`config.mk`:
```
export PLATFORM = sky130hd
export DESIGN_NAME = branch_predict_unit_flat
export DESIGN_NICKNAME = d
export VERILOG_FILES = /design/src/rtl/branch_predict_unit_pkg.sv /design/src/rtl/branch_predict_unit_if.sv /design/src/rtl/branch_predict_unit_bht_counter_array.sv /design/src/rtl/branch_predict_unit.sv /design/src/flat_wrapper.sv
export SDC_FILE = /design/constraint.sdc
export NUM_CORES = 1
export LEC_CHECK = 0
export CAP_MARGIN = 25
export CORE_MARGIN = 4
export CORE_UTILIZATION = 45
export DETAILED_ROUTE_END_ITERATION = 16
export PLACE_DENSITY = 0.75
export SYNTH_ARGS = -nofsm -noshare
export SYNTH_HDL_FRONTEND = slang
export SYNTH_SLANG_ARGS = --single-unit
```
`constraint.sdc`:
```
create_clock -name clk -period 6.05 [get_ports clk]
set_input_delay 1.815 -clock clk [delete_from_list [all_inputs] [get_ports clk]]
set_output_delay 1.815 -clock clk [all_outputs]
set_load 0.01 [all_outputs]
```
`src/rtl/branch_predict_unit_pkg.sv`:
```
// rtl/branch_predict_unit_pkg.sv - shared branch encodings, compare constants and condition resolver
package branch_predict_unit_pkg;

    typedef enum logic [1:0] {
        NOTBRANCH    = 2'b00,
        UNCONDBRANCH = 2'b01,
        CONDBRANCH   = 2'b10
    } branch_flag_e;

    localparam logic [2:0] FUNCT3_BEQ  = 3'b000;
    localparam logic [2:0] FUNCT3_BNE  = 3'b001;
    localparam logic [2:0] FUNCT3_BLT  = 3'b100;
    localparam logic [2:0] FUNCT3_BGE  = 3'b101;
    localparam logic [2:0] FUNCT3_BLTU = 3'b110;
    localparam logic [2:0] FUNCT3_BGEU = 3'b111;

    // cmp_flags = {ltu, lt, eq}
    localparam int CMP_EQ_BIT  = 0;
    localparam int CMP_LT_BIT  = 1;
    localparam int CMP_LTU_BIT = 2;

    localparam logic [1:0] WEAK_NT = 2'b01;

    typedef struct packed {
        logic valid;
        logic taken;
    } cond_result_t;

    // Unknown funct3 values resolve as an invalid, not-taken condition.
    function automatic cond_result_t resolve_cond(input logic [2:0] mode, input logic [2:0] flags);
        cond_result_t r;
        r.valid = 1'b1;
        r.taken = 1'b0;
        case (mode)
            FUNCT3_BEQ:  r.taken = flags[CMP_EQ_BIT];
            FUNCT3_BNE:  r.taken = ~flags[CMP_EQ_BIT];
            FUNCT3_BLT:  r.taken = flags[CMP_LT_BIT];
            FUNCT3_BGE:  r.taken = ~flags[CMP_LT_BIT];
            FUNCT3_BLTU: r.taken = flags[CMP_LTU_BIT];
            FUNCT3_BGEU: r.taken = ~flags[CMP_LTU_BIT];
            default:     r.valid = 1'b0;
        endcase
        return r;
    endfunction

endpackage

```
`src/rtl/branch_predict_unit_if.sv`:
```
// rtl/branch_predict_unit_if.sv - prediction, resolution and statistics bus of the branch unit
interface branch_predict_unit_if #(
    parameter int ADDR_WIDTH = 32,
    parameter int CNT_WIDTH  = 32
);
    logic                  rdy_in;
    logic [ADDR_WIDTH-1:0] pred_pc;
    logic                  pred_taken;
    logic                  res_valid;
    logic [ADDR_WIDTH-1:0] res_pc;
    logic [1:0]            branch_flag;
    logic [2:0]            cond_mode;
    logic [2:0]            cmp_flags;
    logic                  res_pred_taken;
    logic                  actual_taken;
    logic                  flush_out;
    logic [CNT_WIDTH-1:0]  branch_cnt;
    logic [CNT_WIDTH-1:0]  miss_cnt;

    // master: pipeline side (fetch + EX); slave: the branch unit
    modport master (
        output rdy_in, pred_pc, res_valid, res_pc, branch_flag, cond_mode, cmp_flags, res_pred_taken,
        input  pred_taken, actual_taken, flush_out, branch_cnt, miss_cnt
    );

    modport slave (
        input  rdy_in, pred_pc, res_valid, res_pc, branch_flag, cond_mode, cmp_flags, res_pred_taken,
        output pred_taken, actual_taken, flush_out, branch_cnt, miss_cnt
    );

endinterface

```
`src/rtl/branch_predict_unit_bht_counter_array.sv`:
```
// rtl/branch_predict_unit_bht_counter_array.sv - table of 2-bit saturating counters, 1 comb read, 1 sync update
module bht_counter_array
    import branch_predict_unit_pkg::*;
#(
    parameter int BHT_IDX_WIDTH = 6
) (
    input  logic                     clk,
    input  logic                     rst,
    input  logic [BHT_IDX_WIDTH-1:0] rd_idx,
    output logic [1:0]               rd_cnt,
    input  logic                     we,
    input  logic [BHT_IDX_WIDTH-1:0] wr_idx,
    input  logic                     wr_taken
);
    localparam int ENTRIES = 1 << BHT_IDX_WIDTH;

    logic [1:0] cnt_q [ENTRIES];

    // No bypass: a same-cycle read of the written entry returns the old value.
    assign rd_cnt = cnt_q[rd_idx];

    always_ff @(posedge clk) begin
        if (rst) begin
            for (int i = 0; i < ENTRIES; i++) begin
                cnt_q[i] <= WEAK_NT;
            end
        end else if (we) begin
            if (wr_taken && cnt_q[wr_idx] != 2'b11) begin
                cnt_q[wr_idx] <= cnt_q[wr_idx] + 2'b01;
            end else if (!wr_taken && cnt_q[wr_idx] != 2'b00) begin
                cnt_q[wr_idx] <= cnt_q[wr_idx] - 2'b01;
            end
        end
    end

endmodule

```
`src/rtl/branch_predict_unit.sv`:
```
// rtl/branch_predict_unit.sv - branch resolver, bimodal predictor, mispredict flush and statistics
module branch_predict_unit
    import branch_predict_unit_pkg::*;
#(
    parameter int ADDR_WIDTH    = 32,
    parameter int BHT_IDX_WIDTH = 6,
    parameter int CNT_WIDTH     = 32
) (
    input logic                  clk,
    input logic                  rst,
    branch_predict_unit_if.slave bus
);
    logic [1:0] rd_cnt;
    logic       accept;
    logic       counted;
    logic       outcome;
    logic       train;
    logic       mispredict;
    cond_result_t cond;

    // rst is not folded in here: the reset branch of every register has priority.
    assign accept = bus.res_valid & bus.rdy_in;

    always_comb begin
        counted = 1'b0;
        outcome = 1'b0;
        train   = 1'b0;
        cond    = resolve_cond(bus.cond_mode, bus.cmp_flags);
        case (bus.branch_flag)
            UNCONDBRANCH: begin
                counted = 1'b1;
                outcome = 1'b1;
            end
            CONDBRANCH: begin
                counted = cond.valid;
                outcome = cond.valid & cond.taken;
                train   = cond.valid;
            end
            default: ;
        endcase
    end

    assign mispredict = counted & (outcome != bus.res_pred_taken);

    bht_counter_array #(.BHT_IDX_WIDTH(BHT_IDX_WIDTH)) u_bht (
        .clk      (clk),
        .rst      (rst),
        .rd_idx   (bus.pred_pc[BHT_IDX_WIDTH+1:2]),
        .rd_cnt   (rd_cnt),
        .we       (accept & train),
        .wr_idx   (bus.res_pc[BHT_IDX_WIDTH+1:2]),
        .wr_taken (outcome)
    );

    assign bus.pred_taken = rd_cnt[1];

    always_ff @(posedge clk) begin
        if (rst) begin
            bus.actual_taken <= 1'b0;
            bus.flush_out    <= 1'b0;
            bus.branch_cnt   <= '0;
            bus.miss_cnt     <= '0;
        end else if (bus.rdy_in) begin
            if (bus.res_valid) begin
                bus.actual_taken <= outcome;
                bus.flush_out    <= mispredict;
                if (counted && bus.branch_cnt != '1) begin
                    bus.branch_cnt <= bus.branch_cnt + 1'b1;
                end
                if (mispredict && bus.miss_cnt != '1) begin
                    bus.miss_cnt <= bus.miss_cnt + 1'b1;
                end
            end else begin
                bus.flush_out <= 1'b0;
            end
        end
    end

    logic unused_pc_bits;
    assign unused_pc_bits = ^{bus.pred_pc[ADDR_WIDTH-1:BHT_IDX_WIDTH+2], bus.pred_pc[1:0],
                              bus.res_pc[ADDR_WIDTH-1:BHT_IDX_WIDTH+2], bus.res_pc[1:0], rd_cnt[0]};

endmodule

```
`src/flat_wrapper.sv`:
```
// flat-port wrapper written by rule: the top's interface ports become plain ports
module branch_predict_unit_flat import branch_predict_unit_pkg::*;
#(
    parameter int ADDR_WIDTH    = 32,
    parameter int BHT_IDX_WIDTH = 6,
    parameter int CNT_WIDTH     = 32
)
  (clk, rst, bus_rdy_in, bus_pred_pc, bus_res_valid, bus_res_pc, bus_branch_flag, bus_cond_mode, bus_cmp_flags, bus_res_pred_taken, bus_pred_taken, bus_actual_taken, bus_flush_out, bus_branch_cnt, bus_miss_cnt);
  branch_predict_unit_if #(.ADDR_WIDTH(ADDR_WIDTH), .CNT_WIDTH(CNT_WIDTH)) bus_i ();
  input logic clk;
  input logic rst;
  input wire logic [$bits(bus_i.rdy_in)-1:0] bus_rdy_in;
  input wire logic [$bits(bus_i.pred_pc)-1:0] bus_pred_pc;
  input wire logic [$bits(bus_i.res_valid)-1:0] bus_res_valid;
  input wire logic [$bits(bus_i.res_pc)-1:0] bus_res_pc;
  input wire logic [$bits(bus_i.branch_flag)-1:0] bus_branch_flag;
  input wire logic [$bits(bus_i.cond_mode)-1:0] bus_cond_mode;
  input wire logic [$bits(bus_i.cmp_flags)-1:0] bus_cmp_flags;
  input wire logic [$bits(bus_i.res_pred_taken)-1:0] bus_res_pred_taken;
  output wire logic [$bits(bus_i.pred_taken)-1:0] bus_pred_taken;
  output wire logic [$bits(bus_i.actual_taken)-1:0] bus_actual_taken;
  output wire logic [$bits(bus_i.flush_out)-1:0] bus_flush_out;
  output wire logic [$bits(bus_i.branch_cnt)-1:0] bus_branch_cnt;
  output wire logic [$bits(bus_i.miss_cnt)-1:0] bus_miss_cnt;
  assign bus_i.rdy_in = bus_rdy_in;
  assign bus_i.pred_pc = bus_pred_pc;
  assign bus_i.res_valid = bus_res_valid;
  assign bus_i.res_pc = bus_res_pc;
  assign bus_i.branch_flag = bus_branch_flag;
  assign bus_i.cond_mode = bus_cond_mode;
  assign bus_i.cmp_flags = bus_cmp_flags;
  assign bus_i.res_pred_taken = bus_res_pred_taken;
  assign bus_pred_taken = bus_i.pred_taken;
  assign bus_actual_taken = bus_i.actual_taken;
  assign bus_flush_out = bus_i.flush_out;
  assign bus_branch_cnt = bus_i.branch_cnt;
  assign bus_miss_cnt = bus_i.miss_cnt;
  branch_predict_unit #(.ADDR_WIDTH(ADDR_WIDTH), .BHT_IDX_WIDTH(BHT_IDX_WIDTH), .CNT_WIDTH(CNT_WIDTH)) u_core (.clk(clk), .rst(rst), .bus(bus_i));
endmodule
```
==> Word level (Yosys, flattened, before mapping) <==
Memories as Yosys holds them, arrays and structs flattened.
Cells that the tools add are included.
{ "op_classes": {"add_sub_neg": 4, "multipliers": 0, "div": 0, "magnitude_cmp": 0, "eq_ne": 11, "shift": 0, "n_mux": 21, "n_bitwise": 8, "reduce_logical": 12} }
{ "op_table": {"columns": ["cell", "n"], "rows": [
  ["$add 32x1->32 const B", 2],
  ["$ne 32x32->1 const B", 2],
  ["$mux 1", 15],
  ["$eq 3x3->1 const B", 4],
  ["$mux 6", 1],
  ["$pmux 1 s6", 1],
  ["$reduce_and 3->1", 2],
  ["$reduce_or 6->1", 1],
  ["$and 1x1->1", 4],
  ["$logic_and 1x1->1", 4],
  ["$mux 2", 2],
  ["$pmux 1 s2", 2],
  ["$eq 3x1->1 const B", 1],
  ["$logic_not 3->1", 1],
  ["$not 1->1", 3],
  ["$add 2x1->2 const B", 1],
  ["$eq 2x1->1 const B", 1],
  ["$eq 2x2->1 const B", 1],
  ["$ne 2x2->1 const B", 1],
  ["$reduce_and 2->1", 1],
  ["$reduce_bool 2->1", 1],
  ["$reduce_or 2->1", 1],
  ["$sub 2x1->2 const B", 1],
  ["$logic_not 1->1", 1],
  ["2 further kinds", 2]
]} }
{ "totals": {"reg_bits": 66, "latch_bits": 0, "mem_bits_rw": 128, "mem_bits_ro": 0, "input_bits": 77, "mem_count": 1} }
{ "memory_table": {"columns": ["name", "words", "width", "read_ports", "rd_ports_with_merged_regs", "write_ports", "line_no", "source"], "rows": [
  ["u_core.u_bht.cnt_q", 64, 2, 2, 0, 64, "branch_predict_unit_bht_counter_array.sv:17", "logic [1:0] cnt_q [ENTRIES];"]
]} }

==> Depth between registers and ports, before layout <==
{ "logic_depth": {"depth_word": 15, "depth_mapped": 14} }

==> Hierarchy <==
A second synthesis with hierarchy kept.
{ "unflattened": {"cells_unflattened": 1268, "hier_area_um2": 12854.8} }
{ "modules_own_cells": {"columns": ["module", "n_inst", "cells_per_inst", "area_each_um2", "seq_area_each_um2"], "rows": [
  ["bht_counter_array", 1, 842, 9332.7, 3843.7],
  ["branch_predict_unit", 1, 426, 3522.1, 1321.3]
]} }

==> Worst setup path before layout <==
OpenSTA, ideal clock, no wires.
{ "synth_timing": {"path_type": "input to output", "startpoint": "in bus_pred_pc[2]", "endpoint": "out bus_pred_taken", "t_arrival_ps": 4255, "t_required_ps": 4235, "setup_slack_ps": -20, "stages": 5, "n_path_buf": 2, "path_cell_list": "clkbuf_1 -> buf_1 -> mux4_2 -> mux4_2 -> mux4_2"} }
{ "synth_via": {"elab_chain_len": 1} }
{ "synth_lines": {"columns": ["item", "line_no", "source"], "rows": [
  ["start, declared", "flat_wrapper.sv:13", "input wire logic [$bits(bus_i.pred_pc)-1:0] bus_pred_pc;"],
  ["$mem_v2 64x2", null, null],
  ["end, declared", "flat_wrapper.sv:20", "output wire logic [$bits(bus_i.pred_taken)-1:0] bus_pred_taken;"]
]} }
Every way passes these cells.

==> Final worst setup path <==
Same ends and word-level chain as after synthesis.

==> impl_metrics.py <==
metrics = {
    "placed_design": {
        "port_buffers": 91,
        "dp_cells": 1374,
        "gp_congestion": 0.932,
        "dp_slack_ns": -0.303,
        "dp_hpwl_mm": 20.5,
    },
    "clock_network": {
        "worstSkewPairLatency_ns": 0.44,
        "clk_pin_slew_worst_paths_ns": 0.08,
        "ctsHtreeMaxLevel": 4,
        "cts_buffers": 17,
        "holdBufCountCts": 0,
        "clockBufferDepth": 2,
        "clock_sinks": 194,
        "cts_tree": "built",
        "root_buffer": "clkbuf_16",
    },
    "worst_setup_path": {
        "endpoint_kind": "primary output",
        "slowest_delay_ns": 0.51,
        "crit_slowest_cell": "mux4_2",
        "crit_path_cell_trace": "dlygate4sd2_1 -> bufbuf_16 -> mux4_2 -> mux4_2 -> mux4_2 -> dlygate4sd2_1",
        "worst_r2r_startpoint": "u_core.u_bht.cnt_q[43][0]$_SDFFCE_PN1P_",
        "crit_buf_inv": 3,
        "path_class": "input pin to primary output",
        "crit_top_cell": "mux4_2",
        "crit_arrival_ns": 4.16,
        "cp_top_family": "multiplexers",
        "worstSetupStartpoint": "bus_pred_pc[2]",
        "cp-start-kind": "input pin",
        "critPathMaxFanout": 8,
        "critical_path_required_ns": 4.24,
    },
    "logic_synthesis": {
        "synth_top_area_cell": "edfxtp_1",
        "syn_avg_cell_area_um2": 10.6,
        "synthFlopType": "edfxtp_1",
        "synthCells": 1027,
        "post-synth-top-count-cell": "edfxtp_1",
        "synth_common_cells": "128 x edfxtp_1, 93 x nand3_1, 66 x dfxtp_1",
        "synth-async-reset-ratio": 0,
        "synth_top_area_frac": 0.354,
        "synthesis.nets": 1108,
        "ys_top_cells_by_area": "edfxtp_1 35%, dfxtp_1 12%, mux4_2 5.6%",
        "synth_edf_count": 128,
        "seq_area_frac_synth": 0.476,
        "synth_area_um2": 10900,
        "ys_warn_count": 0,
        "ys_ff_latch": 194,
        "yosysUniqueCellTypes": 63,
    },
    "timing": {
        "finalWorstSetupSlack_ns": 0.0798,
        "clock_skew_ns": 0.0108,
        "max_freq_mhz": 167,
        "finalSetupViolCount": 0,
        "slew_headroom": 0.259,
        "final-hold-violation-count": 0,
        "worst_pin_slew_ns": 1.11,
        "finalMaxSlewViolations": 0,
        "period_share": 0.987,
        "period_needed_ns": 5.97,
        "rsz0062_at_grt": "no",
        "hold-worst-slack_ns": 0.489,
        "fin_setup_tns_ns": 0,
    },
    "floorplan": {
        "io_pins": 144,
        "die_w_um": 163,
        "row_count": 56,
        "chipHeight_um": 163,
        "start_util": 0.460,
        "core_area_um2": 23600,
        "die-area_um2": 26700,
    },
    "grt": {
        "track_usage": 0.240,
        "grt_max_degree": 66,
        "grt_pass1_wl_mm": 50.5,
        "grt_pass1_vias": 9032,
        "grt-ovfl-total": 0,
        "antenna_found_initial": 1,
    },
    "finish": {
        "drive_above_1_share": 0.129,
        "final_util": 0.538,
        "fin_cells": 1408,
        "n_antenna_cell": 0,
        "final_nets": 1157,
        "area_growth_pct": 16.9,
    },
    "routing": {
        "wl_mm": 32.2,
        "wl_per_cell_um": 22.9,
        "first_pass_iters": 5,
        "route.detailed.drc": 0,
        "drt_iter0_markers": 1036,
        "vias": 9331,
        "routed_via_density": 6.63,
        "ant_nets": 0,
    },
    "power_and_ir_drop": {
        "p_leak_uw": 0.00373,
        "ir_drop_mv": 0.159,
        "powerDensity_nw_per_um2": 236,
    },
    "status": {
        "outcome": "finished, final reports clean",
    },
    "hold_path": {
        "worstHoldStart": "u_core.bus.actual_taken$_SDFFE_PP0P_",
        "hold_path_class": "register to register",
    },
    "run": {
        "max-cap-violations": 0,
    },
}
-- state kept, by name, summed over array words and instances, names as in the netlist --
register / cells
u_core.u_bht.cnt_q: 128
u_core.bus.actual_taken: 1
u_core.bus.miss_cnt: 32
u_core.bus.flush_out: 1
u_core.bus.branch_cnt: 32
-- area by class of cell --
class | instances | area (um^2)
Sequential cell | 194 | 5160
Tap cell | 319 | 399
Timing Repair Buffer | 139 | 1370
Clock inverter | 15 | 164
Fill cell | 2047 | 10900
Inverter | 18 | 67.6
Clock buffer | 17 | 425
Multi-Input combinational cell | 706 | 5100
-- cells by family (layout without fill, tap and decap cells) --
logic type / after synthesis / in the layout / synth area share
and+or+nand+nor: 348 / 348 / 0.170
xor gates and xnor gates: 31 / 31 / 0.0257
muxes: 67 / 67 / 0.0961
buffers and inverters: 127 / 189 / 0.0575
DFF: 194 / 194 / 0.476
AOI/OAI and AO/OA: 256 / 256 / 0.170
adders and majority gates: 4 / 4 / 0.00461
-- layer usage --
metal  track usage  wire length [um]  up-vias  part of all wire
li1              -                 -     4126                 -
met1         0.324             12300     4502              0.38
met2         0.361             14500      610              0.45
met3        0.0813              4280       91              0.13
met4        0.0884              1100        2             0.034
met5             0                 7        -           0.00022
-- cells in the final DEF, fill, tap and decap left out, drive strengths merged, types with 4 or more instances in the layout --
cell type	instances
nor3	19
o31ai	73
and2	7
ha	4
nand3b	10
edfxtp	128
nor3b	4
a2111oi	59
buf	49
xnor2	21
a211oi	7
or3b	5
nand4	24
a21oi	51
nor2	49
a22oi	7
clkbuf	18
nand2b	7
mux2	5
clkdlybuf4s50	86
mux4	28
nand2	54
o22ai	5
and3	13
and4	5
xor2	10
dfxtp	66
or4	7
mux2i	34
or3	30
nor4	6
nand3	94
nor2b	5
inv	28
o21ai	32
-- worst min-delay path, delay by kind of cell (launching register included) --
family             cells  cell delay, ns
AOI/OAI and AO/OA      1            0.06
and+or+nand+nor        1            0.07
DFF                    1            0.33
-- repair_timing --
item | CTS | global route
setup endpoints to repair | 1 | 0
buffers inserted | 0 | 0
resized for setup | 2 | 0
-- where the power goes --
group	switching (uW)	leakage, uW	total [uW]	internal (uW)
registers	12.2	0.00164	1430	1420
clock network	560	0.000288	1150	591
logic	267	0.00180	405	138
total	839	0.00373	2990	2150
-- metrics by stage --
step / total power (uW) / area [um^2]
floorplan: 1720 / 10900
global placement: 1840 / 12000
detailed placement: 1850 / 12100
CTS: 2990 / 12700
global route: 3070 / 12700
finish: 2990 / 12700
-- final timing paths --
path	to	depth (start not counted)	slack, ns
setup reg to reg	u_core.u_bht.cnt_q[2][1]$_SDFFCE_PN0P_	8	2.45
hold / removal	u_core.bus.actual_taken$_SDFFE_PP0P_	2	0.49
hold reg to reg	u_core.bus.actual_taken$_SDFFE_PP0P_	2	0.49
setup / recovery	bus_pred_taken	6	0.08
(Power assumes the default switching activity.)
